File: src/rtl/shift_serializer_pkg.sv
// Shared types for the parallel-to-serial shifter.
package shift_serializer_pkg;

  // Transmitter state: waiting for a word, or shifting one out.
  typedef enum logic {
    IDLE  = 1'b0,
    SHIFT = 1'b1
  } state_t;

endpackage

File: src/rtl/shift_serializer.sv
// Parallel-in, serial-out shifter. Words go out MSB first, one bit per
// un-paused cycle. A new word can be taken in the last-bit cycle of the
// current one, so a held valid gives a gap-free bit stream.
module shift_serializer
  import shift_serializer_pkg::*;
#(
  parameter int w = 8
) (
  input  logic         clk,
  input  logic         rst,
  input  logic         clr,
  input  logic [w-1:0] d,
  input  logic         valid,
  output logic         ready,
  input  logic         pause,
  output logic         sout,
  output logic         shl_o,
  output logic         done
);

  localparam int            CW       = $clog2(w);
  localparam logic [CW-1:0] CNT_LAST = CW'(w - 1);

  state_t        state;
  logic [w-1:0]  sreg;
  logic [CW-1:0] cnt;
  logic          accept;

  // Outputs decode straight from the current state and the live pause/valid.
  always_comb begin
    shl_o  = (state == SHIFT) && !pause;
    sout   = shl_o ? sreg[w-1] : 1'b0;
    done   = shl_o && (cnt == '0);
    ready  = (state == IDLE) || done;
    accept = valid && ready;
  end

  // Shift register, bit counter and state; clear beats load, load beats shift.
  always_ff @(posedge clk or posedge rst) begin
    if (rst) begin
      state <= IDLE;
      sreg  <= '0;
      cnt   <= '0;
    end else if (clr) begin
      state <= IDLE;
      sreg  <= '0;
      cnt   <= '0;
    end else if (accept) begin
      state <= SHIFT;
      sreg  <= d;
      cnt   <= CNT_LAST;
    end else if (done) begin
      state <= IDLE;
      sreg  <= '0;
    end else if (shl_o) begin
      sreg  <= {sreg[w-2:0], 1'b0};
      cnt   <= cnt - 1'b1;
    end
  end

endmodule

File: config.mk
export PLATFORM = sky130hd
export DESIGN_NAME = shift_serializer
export DESIGN_NICKNAME = d
export VERILOG_FILES = /design/src/rtl/shift_serializer_pkg.sv /design/src/rtl/shift_serializer.sv
export SDC_FILE = /design/constraint.sdc
export NUM_CORES = 1
export LEC_CHECK = 0
export ABC_AREA = 1
export CORE_MARGIN = 4
export CORE_UTILIZATION = 43
export CTS_BUF_LIST = sky130_fd_sc_hd__clkbuf_16
export DETAILED_ROUTE_END_ITERATION = 12
export GPL_ROUTABILITY_DRIVEN = 0
export PLACE_DENSITY = 0.8
export SLEW_MARGIN = 10
export SYNTH_ARGS = -nofsm -noshare
export SYNTH_HDL_FRONTEND = slang
export SYNTH_SLANG_ARGS = --single-unit
File: constraint.sdc
create_clock -name clk -period 1.34 [get_ports clk]
set_clock_uncertainty 0.1 [all_clocks]
set_input_delay 0.134 -clock clk [delete_from_list [all_inputs] [get_ports clk]]
set_output_delay 0.134 -clock clk [all_outputs]
set_load 0.02 [all_outputs]
==> metrics.log, run 1 <==
[metrics] outcome: finished with violations
[metrics] failing checks: negative setup slack
[metrics] syn nets: approximately 120
[metrics] largest net degree at the start of global routing: 13
[metrics] number of distinct library cell variants in the gate-level netlist after synthesis: 18
[metrics] synthesized-area fraction occupied by adder cells: roughly 3.3%
[metrics] path length in cells of the critical path: 6
[metrics] Min Hold Slack: around 0.10 ns
[metrics] Worst Tran Pin Value: around 0.47 ns
[metrics] Crit Path Class: reg2out
[metrics] Most Frequent Cell on Critical Path: sky130_fd_sc_hd__buf_4
[metrics] CTS Buf Count: 3
[metrics] maximum clock frequency: between 0.6 and 0.7 GHz
[metrics] signal arrival time at the worst endpoint: 1.27 ns
[metrics] net switching share of the total power: 28.5%
[metrics] detailed placer's ending HPWL: 1.36 mm
[metrics] sequential share of the synthesized area: ~40%
[metrics] mux cell area share after synthesis: 0%
[metrics] Avg Cell Area, Syn: between 7 and 8 µm²
[metrics] first-pass iteration count of the detailed router: 4
[metrics] floorplan row count: 14
[metrics] hold-fix buffers at CTS: 0
[metrics] CTS clock-pin slew for the worst setup and hold paths: around 0.050 ns
[metrics] GRT Residual Overflow: 0
[metrics] leakage power total: 0.626 nW
[metrics] maximum fanout along the worst path: 2
[metrics] fraction of final layout cells sized beyond drive strength 1: a little under a third
[metrics] Critical Path Sink Type: output port
[metrics] Synth Instances: between 100 and 150
[metrics] max-cap check violation count: 0
[metrics] number of port buffers: 16
[metrics] Max Buffers Root-to-Sink: 2
[metrics] Avg Vias per Cell: 4.89
[metrics] number of storage elements in the synthesis netlist: 12
[metrics] H-Tree Level Count: 1
[metrics] number of routed nets with antenna violations: 0
[metrics] clock latency on the worst-skew pair: around 0.24 ns
[metrics] vias after detailed routing: between 700 and 800
[metrics] iteration-0 DRC count of the detailed router: 14
[metrics] number of antenna violations at the first check in global routing: 0
[metrics] fraction of the mapped netlist area in compound gates: 13.4%
[metrics] netlist area before placement: between 700 and 800 µm²
[metrics] area share of and/or/nand/nor cells after synthesis: about a third
[metrics] number of primary I/O pins: 17
[metrics] total core area: 0.00159 mm²
[metrics] CTS tree: done
[metrics] required time worst endpoint: around 1.1 ns
[metrics] clock net sink count: 12
[metrics] delay contributed by the slowest stage of the critical path: around 0.38 ns
[metrics] worst reg-to-reg path cell count: 10
[metrics] cell class contributing the biggest share of worst-path delay: flip-flops
[metrics] first-pass GRT wire length: between 3 and 4 mm
[metrics] non-filler instance count after layout: 160
[metrics] relative slew slack: 68.9%
[metrics] # diodes: 0
[metrics] power density over the cells: between 1000 and 1500 mW/mm²
[metrics] number of failing hold endpoints at the final stage: 0
[metrics] combinational share of power: 29.0%
[metrics] number of warnings reported in the yosys synthesis log: 0
[metrics] starting density of the core: a little under half
[metrics] number of nets in the finished design: between 150 and 200
[metrics] pins over their slew limit: 0
[metrics] placed cell count: 155
[metrics] GRT Total Usage: 17.5%
[metrics] startpoint class of the critical path: register
[metrics] Min-Delay Path Class: in2async
[metrics] Remaining DRCs: 0
[metrics] Chip Width: around 50 µm
[metrics] signed area change from the synthesized netlist to the final layout: 54.7%
[metrics] Avg WL per Cell: about 12 µm
[metrics] Pint: 0.00100 W
[metrics] Final Total Pwr: roughly 0.0014 W
[metrics] Period minus WS final: 1.50 ns
[metrics] setup slack of the critical path after layout: -0.163 ns
[metrics] Buffers & Inverters on Critical Path: 3
[metrics] via count of the first global-routing pass: 745
[metrics] die span in y: about 50 µm
[metrics] IR drop worst, VDD: roughly 1.1 mV
[metrics] slowest stage cell on the critical path: sky130_fd_sc_hd__dfrtp_1
[metrics] dominant combinational cell family by area after synthesis: simple AND/OR/NAND/NOR gates
[metrics] net switching power: about 0.00040 W
[metrics] Die Footprint: 0.00252 mm²
[metrics] share of total power in the clock network: 40.1%
[metrics] Clk Tree Root Cell: sky130_fd_sc_hd__clkbuf_16
[metrics] part of the power in registers: 30.9%
[metrics] post-synthesis xor/xnor area fraction: roughly 1.1%
[metrics] final-report setup violation count: 13
[metrics] Total Routed Length: just under 2 mm
[metrics] ratio of final minimum period to clock period: 112%
[metrics] RSZ-0062 raised after global routing: yes
[metrics] ordered cell list for the critical path: inv_2, ha_4, buf_4, nand2_4, o21bai_4, buf_4
[state kept, by name, summed over array words and instances (netlist names)]
name   count
cnt        3
sreg       8
state      1
[layout by cell type, fill, tap and decap left out, drive strengths merged, types with 2 or more instances in the layout]
cell           synthesis  layout
buf                    2      19
nor2                   3       3
inv                   15      15
clkdlybuf4s50          0      12
ha                     2       2
clkbuf                 0       3
dfrtp                 12      12
nand3                 11      11
nand2                 45      45
o211ai                 8       8
[repair_timing]
action	4_1_cts	5_1_grt
hold endpoints to repair	0	0
gates resized for setup	24	6
setup buffers	0	1
pin swaps	4	4
endpoints found under the setup margin	16	15
[final cells by class]
type | count | area [µm²]
multi-input combinational | 73 | 418
fill | 112 | 412
sequential | 12 | 302
timing repair buffer | 32 | 295
clock buffer | 3 | 75.1
inverter | 15 | 58.8
tap | 24 | 30.0
clock inverter | 1 | 3.75
[power groups by stage]
stage	clock network (W)	registers [W]	logic [W]
final	0.000561	0.000433	0.000406
after global routing	0.000587	0.000438	0.000453
after detailed placement	0	0.000435	0.000360
after floorplan	0	0.000428	0.000208
after global placement	0	0.000433	0.000352
after CTS	0.000566	0.000432	0.000380
[cells by family (layout without fill, tap and decap cells)]
family	after synthesis	after routing
buffers and inverters	17	51
adders and majority gates	2	2
and+or+nand+nor	59	59
DFF	12	12
xor gates and xnor gates	1	1
AOI/OAI and AO/OA	11	11
[layer usage]
metal / up-vias / track usage (%) / share of wire, %
met5: - / 0 / 0
met4: 0 / 11.1 / 2.2
met3: 4 / 4.44 / 5.0
met2: 18 / 27.6 / 48
met1: 365 / 21.1 / 45
li1: 396 / - / -
[path summary, 6_finish.rpt]
check                        start       to  slack, ns
setup / recovery            cnt[0]    ready      -0.16
hold / removal                 rst  sreg[4]        0.1
setup reg to reg            cnt[0]  sreg[3]      -0.11
hold reg to reg            sreg[7]  sreg[7]       0.39
max in group asynchronous      rst    state       0.70
min in group clk           sreg[7]  sreg[7]       0.39
[metrics by stage]
| stage | util (%) | TNS, ns | setup slack, ns | instance area [µm²] |
|---|---|---|---|---|
| finish | 74.2 | -1.38 | -0.163 | 1180 |
| global route | 74.2 | -2.45 | -0.217 | 1180 |
| CTS | 72.3 | -1.71 | -0.155 | 1150 |
| detailed placement | 66.7 | -3.26 | -0.397 | 1060 |
| global placement | 66.7 | -2.86 | -0.381 | 1060 |
| floorplan | - | -0.430 | -0.0602 | 767 |
[Yosys cell counts]
cell type,number,area [µm²]
sky130_fd_sc_hd__nor2_1,3,11.3
sky130_fd_sc_hd__xnor2_1,1,8.76
sky130_fd_sc_hd__o211ai_4,1,21.3
sky130_fd_sc_hd__o21bai_4,1,18.8
sky130_fd_sc_hd__inv_1,9,33.8
sky130_fd_sc_hd__o211ai_1,7,52.6
sky130_fd_sc_hd__a21oi_1,1,5.00
sky130_fd_sc_hd__nand2_1,41,154
sky130_fd_sc_hd__nand3_1,11,55.1
sky130_fd_sc_hd__nand2_4,1,11.3
sky130_fd_sc_hd__dfrtp_1,12,300
sky130_fd_sc_hd__inv_2,5,18.8
sky130_fd_sc_hd__inv_4,1,6.26
sky130_fd_sc_hd__buf_4,1,7.51
sky130_fd_sc_hd__o21ai_1,1,5.00
sky130_fd_sc_hd__buf_6,1,11.3
sky130_fd_sc_hd__ha_1,2,25.0
sky130_fd_sc_hd__nand2_2,3,18.8
No activity file was read; power rests on OpenSTA's default activity.
==> inputs of run 2 (changes only) <==
Settings changed: GPL_TIMING_DRIVEN set to 1.
==> results of run 2 <==
No change in the layout: final DEF, timing and power equal those of run 1.
